## src/rtl/mips_pkg.sv

```systemverilog
// Shared types and constants for the MIPS instruction issuer and its program memory.
// The optional drain watchdog in mips_issuer is enabled with MIPS_ISSUER_WDT_EN.
package mips_pkg;

    typedef enum logic [1:0] {
        ST_IDLE  = 2'd0,
        ST_ISSUE = 2'd1,
        ST_DRAIN = 2'd2
    } state_e;

    typedef logic [31:0] word_t;
    typedef logic [19:0] oreg_t;

    localparam int INSTR_W = 32;
    localparam int OREG_W  = 20;
    localparam int ENTRY_W = INSTR_W + OREG_W;

    localparam logic [5:0] OP_RTYPE = 6'b000000;
    localparam logic [5:0] OP_ADDI  = 6'b001000;

    function automatic logic [5:0] opcode_of(input word_t instr);
        return instr[31:26];
    endfunction

endpackage

```

## src/rtl/mips_issuer_mem.sv

```systemverilog
// Program memory for mips_issuer: DEPTH entries of {instruction, output_reg},
// one synchronous write port and one combinational read port.
module mips_issuer_mem
    import mips_pkg::*;
#(
    parameter int DEPTH = 16
) (
    input  logic                     clk,
    input  logic                     we,
    input  logic [$clog2(DEPTH)-1:0] waddr,
    input  logic [ENTRY_W-1:0]       wdata,
    input  logic [$clog2(DEPTH)-1:0] raddr,
    output logic [ENTRY_W-1:0]       rdata
);

    logic [ENTRY_W-1:0] mem_q [DEPTH];

    always_ff @(posedge clk) begin
        if (we) begin
            mem_q[waddr] <= wdata;
        end
    end

    assign rdata = mem_q[raddr];

endmodule

```

## src/rtl/mips_issuer.sv

```systemverilog
// Streams a preloaded instruction program to a core and gathers its results.
// Define MIPS_ISSUER_WDT_EN to add a drain watchdog that raises timeout.
module mips_issuer
    import mips_pkg::*;
#(
    parameter int DEPTH      = 16,
    parameter int WDT_CYCLES = 8
) (
    input  logic                     clk,
    input  logic                     rst_n,
    input  logic                     prog_we,
    input  logic [$clog2(DEPTH)-1:0] prog_addr,
    input  logic [31:0]              prog_instr,
    input  logic [19:0]              prog_oreg,
    input  logic [$clog2(DEPTH):0]   prog_len,
    input  logic                     start,
    output logic                     in_valid,
    output logic [31:0]              instruction,
    output logic [19:0]              output_reg,
    input  logic                     out_valid,
    input  logic                     instruction_fail,
    input  logic [31:0]              out_1,
    input  logic [31:0]              out_2,
    input  logic [31:0]              out_3,
    input  logic [31:0]              out_4,
    output logic                     busy,
    output logic                     done,
    output logic                     timeout,
    output logic [$clog2(DEPTH):0]   fail_cnt,
    output logic [31:0]              res_sum
);

    localparam int AW = $clog2(DEPTH);
    localparam int CW = AW + 1;

    if (DEPTH < 2 || DEPTH > 32 || (DEPTH & (DEPTH - 1)) != 0) begin : g_bad_depth
        $error("mips_issuer: DEPTH must be a power of two between 2 and 32");
    end
    if (WDT_CYCLES < 1) begin : g_bad_wdt
        $error("mips_issuer: WDT_CYCLES must be at least 1");
    end

    state_e        state_q, state_d;
    logic [CW-1:0] len_q,   len_d;
    logic [CW-1:0] idx_q,   idx_d;
    logic [CW-1:0] rcv_q,   rcv_d;
    logic [CW-1:0] fail_q,  fail_d;
    word_t         sum_q,   sum_d;
    logic          done_q,  done_d;
    logic [ENTRY_W-1:0] rd_entry;

`ifdef MIPS_ISSUER_WDT_EN
    localparam int WW = $clog2(WDT_CYCLES + 1);
    logic [WW-1:0] wdt_q, wdt_d;
    logic          tmo_q, tmo_d;
`endif

    function automatic word_t sum4(input word_t a, input word_t b,
                                   input word_t c, input word_t d);
        return a + b + c + d;
    endfunction

    function automatic logic [CW-1:0] clamp_len(input logic [CW-1:0] l);
        return (l > CW'(DEPTH)) ? CW'(DEPTH) : l;
    endfunction

    mips_issuer_mem #(
        .DEPTH (DEPTH)
    ) u_mem (
        .clk   (clk),
        .we    (prog_we && (state_q == ST_IDLE)),
        .waddr (prog_addr),
        .wdata ({prog_instr, prog_oreg}),
        .raddr (idx_q[AW-1:0]),
        .rdata (rd_entry)
    );

    always_comb begin
        state_d = state_q;
        len_d   = len_q;
        idx_d   = idx_q;
        rcv_d   = rcv_q;
        fail_d  = fail_q;
        sum_d   = sum_q;
        done_d  = 1'b0;
`ifdef MIPS_ISSUER_WDT_EN
        wdt_d   = wdt_q;
        tmo_d   = 1'b0;
`endif

        unique case (state_q)
            ST_IDLE: begin
                if (start && (prog_len != '0)) begin
                    state_d = ST_ISSUE;
                    len_d   = clamp_len(prog_len);
                    idx_d   = '0;
                    rcv_d   = '0;
                    fail_d  = '0;
                    sum_d   = '0;
`ifdef MIPS_ISSUER_WDT_EN
                    wdt_d   = '0;
`endif
                end
            end
            ST_ISSUE: begin
                idx_d = idx_q + CW'(1);
                if (idx_q == len_q - CW'(1)) begin
                    state_d = ST_DRAIN;
                end
            end
            ST_DRAIN: begin
`ifdef MIPS_ISSUER_WDT_EN
                // The pulse cycle itself is the last of the WDT_CYCLES quiet cycles.
                if (out_valid) begin
                    wdt_d = '0;
                end else if (int'(wdt_q) + 1 >= WDT_CYCLES - 1) begin
                    state_d = ST_IDLE;
                    tmo_d   = 1'b1;
                end else begin
                    wdt_d = wdt_q + WW'(1);
                end
`endif
            end
            default: begin
                state_d = ST_IDLE;
            end
        endcase

        // Results are accepted in ISSUE as well as DRAIN; issue never stalls for them.
        if ((state_q != ST_IDLE) && out_valid) begin
            rcv_d = rcv_q + CW'(1);
            if (instruction_fail) begin
                fail_d = fail_q + CW'(1);
            end else begin
                sum_d = sum_q + sum4(out_1, out_2, out_3, out_4);
            end
            if (rcv_q + CW'(1) == len_q) begin
                state_d = ST_IDLE;
                done_d  = 1'b1;
            end
        end
    end

    always_ff @(posedge clk or negedge rst_n) begin
        if (!rst_n) begin
            state_q <= ST_IDLE;
            len_q   <= '0;
            idx_q   <= '0;
            rcv_q   <= '0;
            fail_q  <= '0;
            sum_q   <= '0;
            done_q  <= 1'b0;
        end else begin
            state_q <= state_d;
            len_q   <= len_d;
            idx_q   <= idx_d;
            rcv_q   <= rcv_d;
            fail_q  <= fail_d;
            sum_q   <= sum_d;
            done_q  <= done_d;
        end
    end

`ifdef MIPS_ISSUER_WDT_EN
    always_ff @(posedge clk or negedge rst_n) begin
        if (!rst_n) begin
            wdt_q <= '0;
            tmo_q <= 1'b0;
        end else begin
            wdt_q <= wdt_d;
            tmo_q <= tmo_d;
        end
    end
    assign timeout = tmo_q;
`else
    assign timeout = 1'b0;
`endif

    assign busy        = (state_q != ST_IDLE);
    assign in_valid    = (state_q == ST_ISSUE);
    assign instruction = in_valid ? rd_entry[ENTRY_W-1:OREG_W] : '0;
    assign output_reg  = in_valid ? rd_entry[OREG_W-1:0] : '0;
    assign done        = done_q;
    assign fail_cnt    = fail_q;
    assign res_sum     = sum_q;

endmodule

```

## config.mk

```make
export PLATFORM = sky130hd
export DESIGN_NAME = mips_issuer
export DESIGN_NICKNAME = d
export VERILOG_FILES = /design/src/rtl/mips_pkg.sv /design/src/rtl/mips_issuer_mem.sv /design/src/rtl/mips_issuer.sv
export SDC_FILE = /design/constraint.sdc
export NUM_CORES = 1
export LEC_CHECK = 0
export CAP_MARGIN = 40
export CORE_ASPECT_RATIO = 0.5
export CORE_UTILIZATION = 60
export CTS_BUF_LIST = sky130_fd_sc_hd__clkbuf_4 sky130_fd_sc_hd__clkbuf_8
export CTS_CLUSTER_DIAMETER = 80
export CTS_CLUSTER_SIZE = 28
export DETAILED_ROUTE_END_ITERATION = 16
export GPL_TIMING_DRIVEN = 0
export PLACE_DENSITY = 0.81
export SYNTH_ARGS = -nofsm -noshare
export SYNTH_HDL_FRONTEND = slang
export SYNTH_SLANG_ARGS = --single-unit
export TNS_END_PERCENT = 30
```

## constraint.sdc

```tcl
create_clock -name clk -period 6.5 [get_ports clk]
set_input_delay 0.975 -clock clk [delete_from_list [all_inputs] [get_ports clk]]
set_output_delay 0.975 -clock clk [all_outputs]
set_load 0.1 [all_outputs]
```

==> run_results.csv, run 1 <==
group,metric,value,unit
synth,synth-edff-count,832,
synth,mappedNetlistNets,2425,
worst_setup_path,crit_top_cell,"sky130_fd_sc_hd__mux4_2",
synth,synth_top_family_by_area,"multiplexers",
finish,fillerInstances,3510,
synth,synth_area_in_compound_gates,2.39,%
worst_setup_path,critPathBufInv,4,
floorplanning,core_region_area,0.0634,mm^2
sta,tightestPinTransition,0.941,ns
clocking,cts-buffers-inserted,38,
worst_setup_path,timing.critical_path.slowest_cell_delay,0.76,ns
synth,synth_area_per_cell,18.4,um^2
clocking,ctsResizeCount,0,
route,drtIter0Drc,2318,
clocking,holdBufCountCts,0,
worst_setup_path,worst_path_dominant_cell_family,"buffers and inverters",
sta,clock_skew_after_layout,0.0225,ns
synth,synth_async_sr_flop_share,6.20,%
clocking,postCtsSetupRepairBufs,0,
placement,dpl.hpwl,65.2,mm
sta,layout_min_cycle_time,5.40,ns
clocking,clock_latency,0.69,ns
synth,synth_simple_gate_area_share,3.00,%
clocking,clock-root-buffer,"sky130_fd_sc_hd__clkbuf_8",
route,detailedRoute.firstPassIterationCount,5,
sta,unrepaired_setup_endpoints_after_global_routing,"no",
sta,postLayoutSetupSlackWorst,1.10,ns
synth,synth_top_cells_by_area,"sky130_fd_sc_hd__edfxtp_1 (65%), sky130_fd_sc_hd__mux4_2 (15%), sky130_fd_sc_hd__fa_1 (4.8%), sky130_fd_sc_hd__dfrtp_1 (3.6%), sky130_fd_sc_hd__inv_1 (2.8%)",
floorplanning,die-height,182,um
synth,post_synthesis_cells,2102,
worst_setup_path,worstReg2RegStart,"res_sum[1]",
clocking,cts_num_sinks,887,
sta,fin_crit_sh,83.1,%
synth,synth_sequential_area_ratio,68.1,%
pwr,power.static_leakage,16.1,nW
placement,gpl.final_weighted_congestion,0.904,
synth,post_synth_mux_area_share,15.2,%
global_routing,via_count_of_the_first_global_routing_pass,21900,
synth,netlist.top_cell.by_area,"sky130_fd_sc_hd__edfxtp_1",
sta,final_hold_viol_count,0,
worst_setup_path,cp-start-kind,"flop",
route,dr_wl_met2,48.0,mm
synth,post_synth_num_cell_types,51,
worst_setup_path,path_max_fanout,10,
sta,report.final.setup_viol,0,
route,drt-vias-per-instance,6.21,
floorplanning,die_outline_area,0.0656,mm^2
synth,synth_fa_ha_area_share,5.93,%
clocking,clock_path_buffers,3,
sta,max-slew-margin-rel,37.3,%
pwr,maximum_resistive_drop_on_vdd,0.386,mV
worst_setup_path,worst_ep_arrival_time,4.43,ns
worst_setup_path,regToRegSetupSlack,2.92,ns
synth,ys_seq_elements,887,
route,met3RoutedLength,8.30,mm
worst_setup_path,crit_required,5.52,ns
route,route.vias.total,21400,
route,remaining_design_rule_violation_count,0,
sta,drv_slew,0,
route,route.antenna.remaining_nets,0,
finish,final_core_util,72.8,%
placement,port_buffers,286,
min_path,timing.hold.worst.class,"in2async",
route,wirelength_met1,34.9,mm
flow_run,drv_cap,0,
clocking,cts_tree,"built",
status,run_status,"finished, final reports clean",
clocking,clk_pin_slew,0.16,ns
worst_setup_path,critical_path.reg2reg.endpoint,"res_sum[27]",
synth,synth_area,0.0387,mm^2
placement,placement_stage_worst_setup_slack,0.913,ns
synth,synth_xor_area_share,1.18,%
finish,layout.cells.most_common,"sky130_fd_sc_hd__edfxtp_1",
route,routed_wirelength,93.4,mm
finish,num-nets-final,2918,
global_routing,grt_overflow,0,
worst_setup_path,critical_path.cell_chain,"clkbuf_1 -> buf_1 -> mux4_2 -> mux4_2 -> and2_1 -> clkdlybuf4s50_1 -> buf_8",
floorplanning,dieWidth,361,um
worst_setup_path,end_kind,"output port",
floorplanning,initial_core_util,61.1,%
synth,synth_ff_type,"sky130_fd_sc_hd__edfxtp_1",
floorplanning,num_io_pins,288,
worst_setup_path,worst-r2r-cell-count,13,
finish,commonest_cells_after_routing_fill_and_taps_aside,"sky130_fd_sc_hd__edfxtp_1 (832), sky130_fd_sc_hd__inv_1 (292), sky130_fd_sc_hd__clkdlybuf4s50_1 (285)",
finish,synthToLayoutAreaGrowth,19.2,%
synth,synthDominantCellAreaShare,64.6,%
finish,drive_gt1_share,20.2,%
route,post_detailed_route_wirelength_per_cell,27.1,um
synth,synthesis.yosys.warnings,0,
global_routing,grt_first_pass_wirelength,137,mm
global_routing,grt_max_degree,36,
clocking,cts-htree-levels,2,
sta,fmax,185,MHz
global_routing,antenna_found_initial,5,
route,maxUsedRoutingLayer,"met4",
floorplanning,placement_rows,65,
global_routing,gr-usage-all-layers,28.8,%
worst_setup_path,critical_path_class,"reg2out",
pwr,power.density_cell_area,454,mW/mm^2
worst_setup_path,slowest_stage,"sky130_fd_sc_hd__buf_1",
layout make-up:
cell class | count | area [um^2] | area share, %
timing repair buffer | 453 | 5620 | 12.2
tap | 837 | 1050 | 2.27
inverter | 292 | 1100 | 2.38
buffer | 91 | 510 | 1.11
clock buffer | 43 | 561 | 1.22
antenna | 5 | 12.5 | 0.0271
multi-input combinational | 832 | 10800 | 23.5
sequential | 887 | 26400 | 57.2
clock inverter | 5 | 70.1 | 0.152
cells in the mapped netlist (all sizes together), types with 2 or more instances:
cell type,number
a41oi,2
edfxtp,832
and2,57
o211ai,7
nor2,30
o2111ai,2
a22o,2
a21oi,38
ha,36
and3,6
nand3,17
nand2b,14
xor2,28
nand4,13
a21o,6
buf,42
a31oi,10
nand3b,2
o31ai,3
xnor2,24
nor2b,4
inv,292
o22ai,2
and4,2
mux4,260
nand2,72
dfrtp,55
a221oi,2
clkbuf,49
o21a,5
o21ai,70
a21boi,2
fa,92
nor3,8
a211oi,4
sequential cells by signal, summed over array words and instances, names as in the netlist:
name         flops
idx_q            5
state_q          2
fail_cnt         5
res_sum         32
u_mem.mem_q    832
done             1
rcv_q            5
len_q            5
worst max-delay path by stage:
stage / start / cells after the start / to / slack [ns]
after global routing: idx_q[1] / 7 / output_reg[8] / 1.06
final: idx_q[1] / 7 / instruction[10] / 1.10
after floorplan: prog_we / 3 / u_mem.mem_q[0][0] / 1.02
after CTS: idx_q[1] / 7 / output_reg[1] / 1.10
after global placement: prog_we / 4 / u_mem.mem_q[0][47] / -3.95
after detailed placement: out_2[1] / 16 / res_sum[31] / 0.91
layer usage:
layer	up-vias	global-route usage (%)
met5	-	0
met4	0	7.37
met3	147	4.46
met2	1286	49.8
met1	11100	38.9
li1	8884	-
cells by family after synthesis:
group | count (synthesis)
buf+inv | 383
flops | 887
fa+ha+maj | 128
mux | 262
xor+xnor | 52
simple gates | 230
compound gates | 159
other cells | 1
metrics by stage:
stage	instance area, um^2	hold WS, ns	power (mW)	setup TNS, ns	std cells
final	46100	0.257	20.9	0	3445
after global routing	46100	0.275	21.8	0	3445
after CTS	46000	0.240	20.9	0	3432
after detailed placement	45400	0.511	18.8	0	3384
after global placement	42600	0.496	17.0	-1203.95	3225
after floorplan	38700	0.476	14.5	0	2102
power breakdown:
group          switching, mW  internal, mW
Clock                   1.59         0.594
Combinational           7.14          4.98
Sequential             0.154          6.46
Total                   8.88          12.0
worst reg2reg max path: stages, from the launching register on:
cell and delay, ns:
sky130_fd_sc_hd__dfrtp_1 0.41, sky130_fd_sc_hd__inv_1 0.07, sky130_fd_sc_hd__fa_1 0.46, sky130_fd_sc_hd__inv_1 0.06, sky130_fd_sc_hd__ha_1 0.23, sky130_fd_sc_hd__inv_1 0.09
sky130_fd_sc_hd__fa_1 0.43, sky130_fd_sc_hd__nand2b_1 0.19, sky130_fd_sc_hd__a21oi_1 0.33, sky130_fd_sc_hd__o21ai_1 0.18, sky130_fd_sc_hd__a31oi_1 0.51, sky130_fd_sc_hd__a21oi_1 0.24
sky130_fd_sc_hd__xor2_1 0.19, sky130_fd_sc_hd__o21ai_1 0.07
Power figures use the tool's default switching activity.
==> run 2, diff against run 1 <==
--- a/config.mk
+++ b/config.mk
@@ -7,13 +7,13 @@
 export LEC_CHECK = 0
 export CAP_MARGIN = 40
 export CORE_ASPECT_RATIO = 0.5
-export CORE_UTILIZATION = 60
+export CORE_UTILIZATION = 55
 export CTS_BUF_LIST = sky130_fd_sc_hd__clkbuf_4 sky130_fd_sc_hd__clkbuf_8
 export CTS_CLUSTER_DIAMETER = 80
 export CTS_CLUSTER_SIZE = 28
 export DETAILED_ROUTE_END_ITERATION = 16
 export GPL_TIMING_DRIVEN = 0
-export PLACE_DENSITY = 0.81
+export PLACE_DENSITY = 0.79
 export SYNTH_ARGS = -nofsm -noshare
 export SYNTH_HDL_FRONTEND = slang
 export SYNTH_SLANG_ARGS = --single-unit
==> constraint.sdc (replaced) <==
create_clock -name clk -period 4.5 [get_ports clk]
set_input_delay 0.675 -clock clk [delete_from_list [all_inputs] [get_ports clk]]
set_output_delay 0.675 -clock clk [all_outputs]
set_load 0.1 [all_outputs]
==> run_results.csv, run 2 (same netlist as run 1, synthesis figures left out) <==
group,metric,value,unit
clocking,cts_tree,"built",
route,drt-vias-per-instance,5.88,
route,remaining_design_rule_violation_count,0,
floorplanning,die-height,190,um
status,run_status,"finished, final reports clean",
route,route.antenna.remaining_nets,0,
worst_setup_path,worst-r2r-cell-count,13,
worst_setup_path,end_kind,"output port",
worst_setup_path,crit_required,3.83,ns
sta,drv_slew,0,
sta,tightestPinTransition,0.901,ns
finish,fin_area,0.0464,mm^2
pwr,power.density_cell_area,652,mW/mm^2
finish,layout.cells.non_filler,3541,
pwr,maximum_resistive_drop_on_vdd,0.552,mV
worst_setup_path,path_max_fanout,10,
global_routing,grt_overflow,0,
finish,synthToLayoutAreaGrowth,19.8,%
worst_setup_path,slowest_stage,"sky130_fd_sc_hd__mux4_2",
clocking,postCtsSetupRepairBufs,0,
clocking,clk_pin_slew,0.16,ns
global_routing,gr-usage-all-layers,26.0,%
global_routing,grt_first_pass_wirelength,135,mm
sta,clock_skew_after_layout,0.0331,ns
finish,final_core_util,66.9,%
clocking,cts-buffers-inserted,39,
route,drtIter0Drc,2410,
sta,final_hold_viol_count,0,
placement,port_buffers,286,
clocking,cts-htree-levels,2,
worst_setup_path,critical_path_class,"reg2out",
floorplanning,dieWidth,377,um
worst_setup_path,cp-start-kind,"flop",
floorplanning,placement_rows,68,
global_routing,grt_max_degree,36,
route,route.vias.total,20800,
floorplanning,initial_core_util,55.9,%
sta,fin_crit_sh,97.5,%
clocking,clock_path_buffers,3,
route,post_detailed_route_wirelength_per_cell,25.9,um
worst_setup_path,worst_ep_arrival_time,3.71,ns
worst_setup_path,critical_path.reg2reg.endpoint,"res_sum[27]",
worst_setup_path,timing.critical_path.slowest_cell_delay,0.58,ns
route,routed_wirelength,91.7,mm
worst_setup_path,regToRegSetupSlack,1.22,ns
sta,report.final.setup_viol,0,
clocking,cts_num_sinks,887,
floorplanning,num_io_pins,288,
finish,num-nets-final,2907,
pwr,power.static_leakage,16.2,nW
route,detailedRoute.firstPassIterationCount,5,
sta,unrepaired_setup_endpoints_after_global_routing,"no",
placement,detailed_place.area,0.0456,mm^2
floorplanning,core_region_area,0.0693,mm^2
flow_run,drv_cap,0,
sta,layout_min_cycle_time,4.39,ns
worst_setup_path,critical_path.cell_chain,"buf_4 -> buf_8 -> buf_6 -> mux4_2 -> mux4_2 -> and2_1 -> clkdlybuf4s50_1 -> buf_8",
worst_setup_path,worstReg2RegStart,"res_sum[1]",
finish,layout.cells.most_common,"sky130_fd_sc_hd__edfxtp_1",
global_routing,antenna_found_initial,6,
sta,fmax,228,MHz
worst_setup_path,worst_path_dominant_cell_family,"buffers and inverters",
placement,dpl.hpwl,64.5,mm
finish,drive_gt1_share,20.8,%
global_routing,via_count_of_the_first_global_routing_pass,21700,
finish,registers.top_by_ff_count,"u_mem.mem_q",
min_path,timing.hold.worst.class,"in2async",
placement,gpl.final_weighted_congestion,0.831,
placement,place.detailed.instances,3487,
floorplanning,die_outline_area,0.0715,mm^2
sta,max-slew-margin-rel,39.9,%
clocking,clock-root-buffer,"sky130_fd_sc_hd__clkbuf_8",
finish,largest_register_ffs,832,
worst_setup_path,critPathBufInv,5,
clocking,clock_latency,0.70,ns
finish,commonest_cells_after_routing_fill_and_taps_aside,"sky130_fd_sc_hd__edfxtp_1 (832), sky130_fd_sc_hd__inv_1 (292), sky130_fd_sc_hd__clkdlybuf4s50_1 (285)",
==> run 2: cell types whose count changed in the layout (fill, tap and decap cells not counted), moves of 6 or more <==
| cell | previous run | this run |
|---|---|---|
| sky130_fd_sc_hd__buf_6 | 40 | 24 |
| sky130_fd_sc_hd__clkbuf_1 | 49 | 33 |
| sky130_fd_sc_hd__buf_8 | 74 | 84 |
| sky130_fd_sc_hd__buf_1 | 9 | 1 |
| sky130_fd_sc_hd__clkbuf_4 | 5 | 13 |
| sky130_fd_sc_hd__buf_16 | 30 | 36 |
==> run 2: area by class of cell <==
class	count	area (um^2)
Clock buffer	40	544
Tap cell	945	1180
Inverter	292	1100
Timing Repair Buffer	442	5600
Antenna cell	6	15.0
Sequential cell	887	26400
Fill cell	4330	22900
Multi-Input combinational cell	832	10900
Buffer	90	592
Clock inverter	7	95.1
==> run 2: stage by stage <==
stage	hold slack (ns)	setup WS, ns	TNS [ns]	power (mW)
finish	0.527	0.111	0	30.2
global route	0.519	0.00377	0	31.5
CTS	0.483	0.00715	0	30.3
detailed placement	0.499	-0.858	-9.67	27.1
global placement	0.494	-5.69	-2287.75	24.6
floorplan	0.379	-0.490	-47.39	21.0
==> run 2: worst max path at each step <==
stage	endpoint	start	cells past startpoint	slack (ns)
5_1_grt	res_sum[27]	out_1[1]	16	0.004
3_5_place_dp	res_sum[27]	out_1[1]	16	-0.86
4_1_cts	instruction[24]	idx_q[0]	8	0.007
3_3_place_gp	u_mem.mem_q[2][45]	prog_we	5	-5.69
2_1_floorplan	u_mem.mem_q[2][0]	prog_we	4	-0.49
6_report	instruction[10]	idx_q[0]	8	0.11
==> run 2: where the power goes <==
part | leakage [nW] | switching [mW] | internal (mW)
Sequential | 8.20 | 0.221 | 9.34
Clock | 0.329 | 2.35 | 0.854
Combinational | 7.68 | 10.2 | 7.22
==> run 2: timing repair <==
action,CTS,global route
setup endpoints to repair,55,27
resized for setup,47,17
endpoints found under the hold margin,20,0
hold buffers,1,0
==> run 2: routing by layer <==
metal / share of wire (%) / track usage [%] / routed length, um / vias up
met5: 0 / 0 / 0 / -
met4: 2.4 / 6.82 / 2200 / 0
met3: 7.7 / 3.96 / 7080 / 132
met2: 51 / 44.8 / 46700 / 1053
met1: 39 / 35.1 / 35800 / 10800
li1: - / - / - / 8876
==> run 3, diff against run 2 <==
--- a/config.mk
+++ b/config.mk
@@ -14,6 +14,7 @@
 export DETAILED_ROUTE_END_ITERATION = 16
 export GPL_TIMING_DRIVEN = 0
 export PLACE_DENSITY = 0.79
+export RECOVER_POWER = 100
 export SYNTH_ARGS = -nofsm -noshare
 export SYNTH_HDL_FRONTEND = slang
 export SYNTH_SLANG_ARGS = --single-unit
==> run_results.csv, run 3 (same netlist as run 1, synthesis figures left out) <==
group,metric,value,unit
finish,layout.cells.most_common,"sky130_fd_sc_hd__edfxtp_1",
worst_setup_path,worst_ep_arrival_time,3.74,ns
route,route.antenna.remaining_nets,0,
finish,largest_register_ffs,832,
clocking,clock_latency,0.70,ns
sta,tightestPinTransition,2.43,ns
clocking,cts_num_sinks,887,
sta,timing.setup.tns,0,ns
worst_setup_path,end_kind,"output port",
route,routed_wirelength,91.6,mm
finish,synthToLayoutAreaGrowth,17.0,%
global_routing,grt_overflow,0,
clocking,clock-root-buffer,"sky130_fd_sc_hd__clkbuf_8",
finish,fillerInstances,4511,
route,remaining_design_rule_violation_count,0,
route,detailedRoute.firstPassIterationCount,5,
route,drt-vias-per-instance,5.89,
finish,fin_area,0.0453,mm^2
floorplanning,dieWidth,377,um
floorplanning,die-height,190,um
worst_setup_path,cp-start-kind,"flop",
finish,num-nets-final,2907,
clocking,clock_path_buffers,3,
placement,placement_stage_worst_setup_slack,-0.858,ns
sta,postLayoutSetupSlackWorst,0.0836,ns
clocking,clk_pin_slew,0.16,ns
global_routing,grt_max_degree,36,
min_path,timing.hold.worst.class,"reg2reg",
sta,fin_crit_sh,98.1,%
global_routing,gr-usage-all-layers,26.0,%
sta,clock_skew_after_layout,0.0347,ns
finish,multi_input_area,0.0107,mm^2
finish,commonest_cells_after_routing_fill_and_taps_aside,"sky130_fd_sc_hd__edfxtp_1 (832), sky130_fd_sc_hd__inv_1 (292), sky130_fd_sc_hd__mux4_2 (260)",
placement,detailed_place.area,0.0456,mm^2
sta,layout_min_cycle_time,4.42,ns
pwr,power.density_cell_area,654,mW/mm^2
placement,dpl.hpwl,64.5,mm
floorplanning,die_outline_area,0.0715,mm^2
placement,port_buffers,286,
sta,report.final.setup_viol,0,
finish,drive_gt1_share,18.3,%
clocking,cts-buffers-inserted,39,
sta,fmax,226,MHz
route,post_detailed_route_wirelength_per_cell,25.8,um
pwr,maximum_resistive_drop_on_vdd,0.545,mV
pwr,power.static_leakage,15.8,nW
floorplanning,initial_core_util,55.9,%
floorplanning,num_io_pins,288,
clocking,cts_tree,"built",
sta,max-slew-margin-rel,-62.3,%
clocking,cts-htree-levels,2,
placement,gpl.final_weighted_congestion,0.831,
sta,final_hold_viol_count,0,
worst_setup_path,critical_path_class,"reg2out",
sta,unrepaired_setup_endpoints_after_global_routing,"no",
sta,drv_slew,266,
global_routing,grt_first_pass_wirelength,135,mm
floorplanning,placement_rows,68,
worst_setup_path,path_max_fanout,10,
route,drtIter0Drc,2268,
finish,registers.top_by_ff_count,"u_mem.mem_q",
floorplanning,core_region_area,0.0693,mm^2
route,route.vias.total,20900,
finish,final-seq-area,0.0264,mm^2
flow_run,drv_cap,15,
worst_setup_path,crit_required,3.83,ns
global_routing,via_count_of_the_first_global_routing_pass,21700,
global_routing,antenna_found_initial,9,
status,failed_checks,"capacitance limit, slew limit",
status,run_status,"complete, but fails checks",
[run 3: critical path, cell delays in order (launching register included)]
cell and delay, ns:
sky130_fd_sc_hd__dfrtp_1 0.40, sky130_fd_sc_hd__buf_4 0.21, sky130_fd_sc_hd__buf_6 0.23, sky130_fd_sc_hd__buf_6 0.25, sky130_fd_sc_hd__mux4_2 0.58, sky130_fd_sc_hd__mux4_2 0.52
sky130_fd_sc_hd__and2_1 0.18, sky130_fd_sc_hd__clkdlybuf4s50_1 0.45, sky130_fd_sc_hd__buf_8 0.19
[run 3: metal layers]
| metal | wire (um) | vias up | GRT usage (%) |
|---|---|---|---|
| met5 | 0 | - | 0 |
| met2 | 46600 | 1104 | 44.8 |
| met3 | 7430 | 126 | 3.96 |
| li1 | - | 8873 | - |
| met1 | 35500 | 10800 | 35.1 |
| met4 | 2070 | 0 | 6.82 |
[run 3: repair_timing]
action / in CTS / in global routing
endpoints found under the hold margin: 20 / 0
setup buffers: 0 / 0
endpoints found under the setup margin: 55 / 27
hold buffers: 1 / 0
gates resized for setup: 47 / 17
[run 3: cell type report]
cell class / count / area share, %
clock buffers: 40 / 1.20
multi-input cells: 832 / 23.7
diodes: 10 / 0.0553
repair buffers: 442 / 10.3
plain buffers: 90 / 1.29
inverters: 292 / 2.42
well taps: 945 / 2.61
flip-flops and latches: 887 / 58.2
clock inverters: 7 / 0.210
[run 3: power by group]
group	internal, mW	leakage [nW]	switching, mW
registers	9.34	8.20	0.216
clock network	0.854	0.329	2.34
logic	6.75	7.30	10.1
[run 3: per-stage QoR]
stage	instances	util [%]	power, mW	hold slack [ns]
floorplan	2102	-	21.0	0.379
global placement	3333	61.7	24.6	0.494
detailed placement	3487	65.8	27.1	0.499
CTS	3535	66.8	30.3	0.483
global route	3542	65.4	30.9	0.519
finish	3545	65.4	29.6	0.518
[run 3: final timing paths]
check / from / end / slack, ns / depth (start not counted)
max in group asynchronous: rst_n / idx_q[1] / 1.00 / 3
min: res_sum[11] / res_sum[11] / 0.52 / 2
min reg2reg: res_sum[11] / res_sum[11] / 0.52 / 2
min in group asynchronous: rst_n / res_sum[20] / 0.78 / 2
max: idx_q[0] / instruction[10] / 0.08 / 8
max reg2reg: state_q[0] / u_mem.mem_q[14][44] / 0.10 / 7
